<file path="src/rtl/alu_share_arbiter.sv">
// alu_share_arbiter: shares one combinational ALU between two requesters.
//
// Requester 0 is the execute stage and requester 1 is the branch/AGU. The block
// registers the winner's operands into the ALU inputs. One cycle later it captures
// the ALU result and flags. It then returns them to the winner over a valid/ready
// response handshake.
//
// Ports:
//   clk, rst                 clock, synchronous active-high reset
//   reqN_valid/ready         request handshake, N = 0/1
//   reqN_a/b/op              request operands and opcode
//   alu_inputA/B, alu_ALUOp  registered operands driven to the ALU
//   alu_ALUResult/negative/zero  combinational ALU outputs
//   respN_valid, resp_ready  response handshake (only the owner's valid rises)
//   resp_result/negative/zero    registered ALU result and flags
//   busy                     high whenever the FSM is not idle
//
// Configuration macro ALU_ARB_FIXED_PRIO_EN:
//   defined   -> requester 0 always wins a tie (no priority pointer)
//   undefined -> round-robin between the two requesters
module alu_share_arbiter #(
  parameter int unsigned DATA_W = 32,
  parameter int unsigned OP_W   = 4
) (
  input  logic              clk,
  input  logic              rst,
  input  logic              req0_valid,
  output logic              req0_ready,
  input  logic [DATA_W-1:0] req0_a,
  input  logic [DATA_W-1:0] req0_b,
  input  logic [OP_W-1:0]   req0_op,
  input  logic              req1_valid,
  output logic              req1_ready,
  input  logic [DATA_W-1:0] req1_a,
  input  logic [DATA_W-1:0] req1_b,
  input  logic [OP_W-1:0]   req1_op,
  output logic [DATA_W-1:0] alu_inputA,
  output logic [DATA_W-1:0] alu_inputB,
  output logic [OP_W-1:0]   alu_ALUOp,
  input  logic [DATA_W-1:0] alu_ALUResult,
  input  logic              alu_negative,
  input  logic              alu_zero,
  output logic              resp0_valid,
  output logic              resp1_valid,
  input  logic              resp_ready,
  output logic [DATA_W-1:0] resp_result,
  output logic              resp_negative,
  output logic              resp_zero,
  output logic              busy
);

  localparam logic [1:0] StIdle  = 2'd0;
  localparam logic [1:0] StIssue = 2'd1;
  localparam logic [1:0] StResp  = 2'd2;

  logic [1:0]        state_q, state_d;
  logic              owner_q, owner_d;
  logic [DATA_W-1:0] a_q, a_d, b_q, b_d, res_q, res_d;
  logic [OP_W-1:0]   op_q, op_d;
  logic              neg_q, neg_d, zero_q, zero_d;
  logic              gnt0, gnt1;

`ifndef ALU_ARB_FIXED_PRIO_EN
  // ptr_q = 1 means requester 1 is favoured on the next tie.
  logic ptr_q, ptr_d;
`endif

  // Grant is evaluated every cycle but only acted upon in idle.
  always_comb begin
    gnt0 = 1'b0;
    gnt1 = 1'b0;
`ifdef ALU_ARB_FIXED_PRIO_EN
    gnt0 = req0_valid;
    gnt1 = req1_valid & ~req0_valid;
`else
    if (req0_valid && req1_valid) begin
      gnt0 = ~ptr_q;
      gnt1 = ptr_q;
    end else begin
      gnt0 = req0_valid;
      gnt1 = req1_valid;
    end
`endif
  end

  always_comb begin
    state_d = state_q;
    owner_d = owner_q;
    a_d     = a_q;
    b_d     = b_q;
    op_d    = op_q;
    res_d   = res_q;
    neg_d   = neg_q;
    zero_d  = zero_q;
`ifndef ALU_ARB_FIXED_PRIO_EN
    ptr_d   = ptr_q;
`endif
    case (state_q)
      StIdle: begin
        if (gnt0 || gnt1) begin
          a_d     = gnt1 ? req1_a  : req0_a;
          b_d     = gnt1 ? req1_b  : req0_b;
          op_d    = gnt1 ? req1_op : req0_op;
          owner_d = gnt1;
`ifndef ALU_ARB_FIXED_PRIO_EN
          ptr_d   = gnt0;  // favour whoever was not just served
`endif
          state_d = StIssue;
        end
      end
      StIssue: begin
        res_d   = alu_ALUResult;
        neg_d   = alu_negative;
        zero_d  = alu_zero;
        state_d = StResp;
      end
      StResp: begin
        if (resp_ready) state_d = StIdle;
      end
      default: state_d = StIdle;
    endcase
  end

  always_ff @(posedge clk) begin
    if (rst) begin
      state_q <= StIdle;
      owner_q <= 1'b0;
      a_q     <= '0;
      b_q     <= '0;
      op_q    <= '0;
      res_q   <= '0;
      neg_q   <= 1'b0;
      zero_q  <= 1'b0;
`ifndef ALU_ARB_FIXED_PRIO_EN
      ptr_q   <= 1'b0;
`endif
    end else begin
      state_q <= state_d;
      owner_q <= owner_d;
      a_q     <= a_d;
      b_q     <= b_d;
      op_q    <= op_d;
      res_q   <= res_d;
      neg_q   <= neg_d;
      zero_q  <= zero_d;
`ifndef ALU_ARB_FIXED_PRIO_EN
      ptr_q   <= ptr_d;
`endif
    end
  end

  assign req0_ready    = (state_q == StIdle) & gnt0;
  assign req1_ready    = (state_q == StIdle) & gnt1;
  assign alu_inputA    = a_q;
  assign alu_inputB    = b_q;
  assign alu_ALUOp     = op_q;
  assign resp0_valid   = (state_q == StResp) & ~owner_q;
  assign resp1_valid   = (state_q == StResp) & owner_q;
  assign resp_result   = res_q;
  assign resp_negative = neg_q;
  assign resp_zero     = zero_q;
  assign busy          = (state_q != StIdle);

endmodule

</file>
<file path="config.mk">
export PLATFORM = sky130hd
export DESIGN_NAME = alu_share_arbiter
export DESIGN_NICKNAME = d
export VERILOG_FILES = /design/src/rtl/alu_share_arbiter.sv
export SDC_FILE = /design/constraint.sdc
export NUM_CORES = 1
export LEC_CHECK = 0
export CAP_MARGIN = 20
export CORE_MARGIN = 4
export CORE_UTILIZATION = 37
export CTS_CLUSTER_DIAMETER = 40
export DETAILED_ROUTE_END_ITERATION = 16
export PLACE_DENSITY = 0.8
export SYNTH_ARGS = -nofsm -noshare
export SYNTH_HDL_FRONTEND = slang
export SYNTH_SLANG_ARGS = --single-unit
</file>
<file path="constraint.sdc">
create_clock -name clk -period 2.2 [get_ports clk]
set_clock_uncertainty 0.05 [all_clocks]
set_input_delay 0.55 -clock clk [delete_from_list [all_inputs] [get_ports clk]]
set_output_delay 0.55 -clock clk [all_outputs]
set_load 0.02 [all_outputs]
</file>
==> flow_summary_export.csv <==
group,metric,value,unit
pwr,p_per_area,694.6,nW/um2
final_layout,stdcell_area,7736,um2
synthesis,ys_seq_area_frac,0.4607,
sta,worst_pin_slew,0.7224,ns
grt,track_usage,0.2432,
placement,port_buffers,281,
synthesis,synthXorXnorAreaFrac,0,
synthesis,syn_area,4606,um2
pwr,pwr-share-comb,0.299,
clock_network,clock_path_buffers,2,
route,wl_per_cell,18.73,um
clock_network,cts-root-buf,"clkbuf_16",
final_layout,n_antenna_cell,0,
synthesis,ys_warn_count,0,
grt,grt_max_degree,72,
clock_network,cts-buffers-inserted,9,
synthesis,avgSynthCellArea,8.024,um2
setup_path,cp.arrival,1.51,ns
synthesis,synthAdderAreaFrac,0,
setup_path,critPathKind,"flop to primary output",
setup_path,crit_fanout,7,
sta,drv_slew,0,
synthesis,ys.flop_type,"dfxtp_1",
clock_network,cts_setup_buffers,0,
floorplan,rows,40,
final_layout,multi_input_area,2128,um2
pwr,pwr-share-clk,0.291,
sta,rsz0062_at_grt,"false",
sta,period_share,0.9588,
clock_network,path_clk_slew,0.07,ns
grt,overflow,0,
route,drt-initial-drc-count,426,
synthesis,async_flop_share,0,
route,routed_wl,18470,um
sta,period_needed,2.109,ns
setup_path,start_kind,"flop",
pwr,p_int,0.003649,W
synthesis,synth-simple-area-share,0.2230,
floorplan,die_h,119.6,um
synthesis,synth_edf_count,0,
floorplan,pin_count,282,
clock_network,tritoncts,"yes",
setup_path,critical_path_required,1.60,ns
setup_path,endpoint_kind,"primary output",
synthesis,synth_cell_types,30,
clock_network,cts.sinks,106,
final_layout,syn2layout_area_growth,67.97,%
clock_network,htreeDepth,3,
run_status,outcome,"complete, no violations",
synthesis,synth-compound-area-share,0.2363,
sta,holdWs,0.4059,ns
synthesis,syn-num-nets,749,
synthesis,synth_seq_cells,106,
clock_network,insertion_delay,0.34,ns
synthesis,synthMuxAreaShare,0,
final_layout,drive_gt1_frac,0.06112,
placement,dp_hpwl,13210,um
pwr,leakage,2.671,nW
floorplan,core-area,12110,um2
floorplan,die_w,119.6,um
floorplan,die_area,14300,um2
pwr,p_switching,0.001725,W
grt,grt_pass1_wl,28150,um
grt,first_global_vias,5408,
worst_hold_path,worstHoldPathType,"flop to flop",
placement,placed_cell_area,7432,um2
synthesis,netlist_instances,574,
route,ant_nets,0,
sta,finalHoldViolations,0,
pwr,seqPwrFrac,0.410,
placement,gp_congestion,0.8481,
final_layout,final_nets,988,
final_layout,ff_latch_area,2131,um2
synthesis,synth_top_family_by_area,"compound AO/OA/AOI/OAI gates",
final_layout,final_common_cell,"clkdlybuf4s50_1",
pwr,swShare,0.3210,
route,via_per_inst,5.683,
route,drc,0,
floorplan,initial_core_util,0.3803,
clock_network,cts_hold_buf,0,
route,first_pass_iters,5,
sta,setup-violations-final,0,
sta,slew-limit-headroom,0.5184,
final_layout,layout_common_cells,"clkdlybuf4s50_1, dfxtp_1, nand3_1",
pwr,peakVddDrop,351.3,uV
sta,clock.fmax,0.4741,GHz
route,vias,5603,
grt,antenna_found_initial,0,
job,maxCapViolCount,0,
final_layout,fillers,1031,
## what timing repair did
action                                  4_1_cts  5_1_grt
resized for setup                            10        3
cloned                                        0        0
endpoints found under the setup margin        5        4
## synthesized netlist by cell type (all sizes together), types with 2 or more instances
| cell type | instances | area (um2) |
|---|---|---|
| dfxtp | 106 | 2122 |
| nand3 | 69 | 345.3 |
| o21ai | 69 | 345.3 |
| nand2 | 68 | 255.2 |
| a31oi | 53 | 331.6 |
| nand4 | 53 | 331.6 |
| a21oi | 52 | 260.3 |
| clkbuf | 37 | 140.1 |
| buf | 34 | 216.5 |
| a311oi | 15 | 131.4 |
| inv | 3 | 11.26 |
| nor2 | 3 | 21.27 |
| nand2b | 2 | 12.51 |
| nor3 | 2 | 10.01 |
## power groups by stage
stage,sequential [W],clock [W],combinational (W)
3_3_place_gp,0.00224,0,0.00157
4_1_cts,0.00220,0.00159,0.00161
5_1_grt,0.00222,0.00167,0.00171
6_report,0.00220,0.00156,0.00161
3_5_place_dp,0.00225,0,0.00160
2_1_floorplan,0.00243,0,0.000595
## sequential cells by signal (all words and copies together) (netlist names)
signal and flops:
alu_inputA 32, alu_inputB 32, resp_result 32, alu_ALUOp 4, state_q 2, owner_q 1
ptr_q 1, resp_negative 1, resp_zero 1
## metal layers
| metal | routed length (um) | global-route usage | vias to the layer above |
|---|---|---|---|
| met4 | 549 | 0.1016 | 0 |
| li1 | - | - | 2604 |
| met3 | 1959 | 0.07634 | 38 |
| met1 | 6856 | 0.2777 | 2608 |
| met2 | 9100 | 0.4202 | 353 |
| met5 | 0 | 0 | - |
## critical path, stage by stage (launching register included)
cell	delay [ns]
dfxtp_4	0.39
nor2_4	0.18
nand3_1	0.19
inv_1	0.12
clkdlybuf4s15_2	0.28
## per-stage QoR
| step | util | TNS [ns] | instances | power (W) | worst slack, ns |
|---|---|---|---|---|---|
| 2_1_floorplan | - | 0 | 574 | 0.003027 | 0.08269 |
| 3_3_place_gp | 0.6136 | -1.944 | 970 | 0.003810 | -0.1366 |
| 3_5_place_dp | 0.6136 | -3.192 | 970 | 0.003848 | -0.1926 |
| 4_1_cts | 0.6380 | 0 | 986 | 0.005400 | 0.001184 |
| 5_1_grt | 0.6387 | 0 | 986 | 0.005606 | 0.007302 |
| 6_report | 0.6387 | 0 | 986 | 0.005374 | 0.09054 |
## cells by family after synthesis
kind of cell / Yosys count
AO/OA/AOI/OAI: 190
buffers and inverters: 74
flip-flops: 106
AND/OR/NAND/NOR: 204
## layout make-up
type | count | area share
clock buffers | 9 | 0.02911
flip-flops and latches | 106 | 0.2754
clock inverters | 7 | 0.008087
multi-input cells | 394 | 0.2751
well taps | 168 | 0.02717
inverters | 3 | 0.001456
repair buffers | 299 | 0.3836
## path summary, 6_finish.rpt
path	from	endpoint	slack, ns	cells after the start
setup reg to reg	ptr_q$_SDFFE_PP0P_	alu_inputA[20]$_SDFFE_PP0P_	0.41	4
hold reg to reg	resp_result[22]$_SDFFE_PP0N_	resp_result[22]$_SDFFE_PP0N_	0.41	2
hold / removal	resp_result[22]$_SDFFE_PP0N_	resp_result[22]$_SDFFE_PP0N_	0.41	2
setup / recovery	state_q[1]$_SDFFE_PP0P_	req1_ready	0.09	4
(Power assumes the default switching activity.)
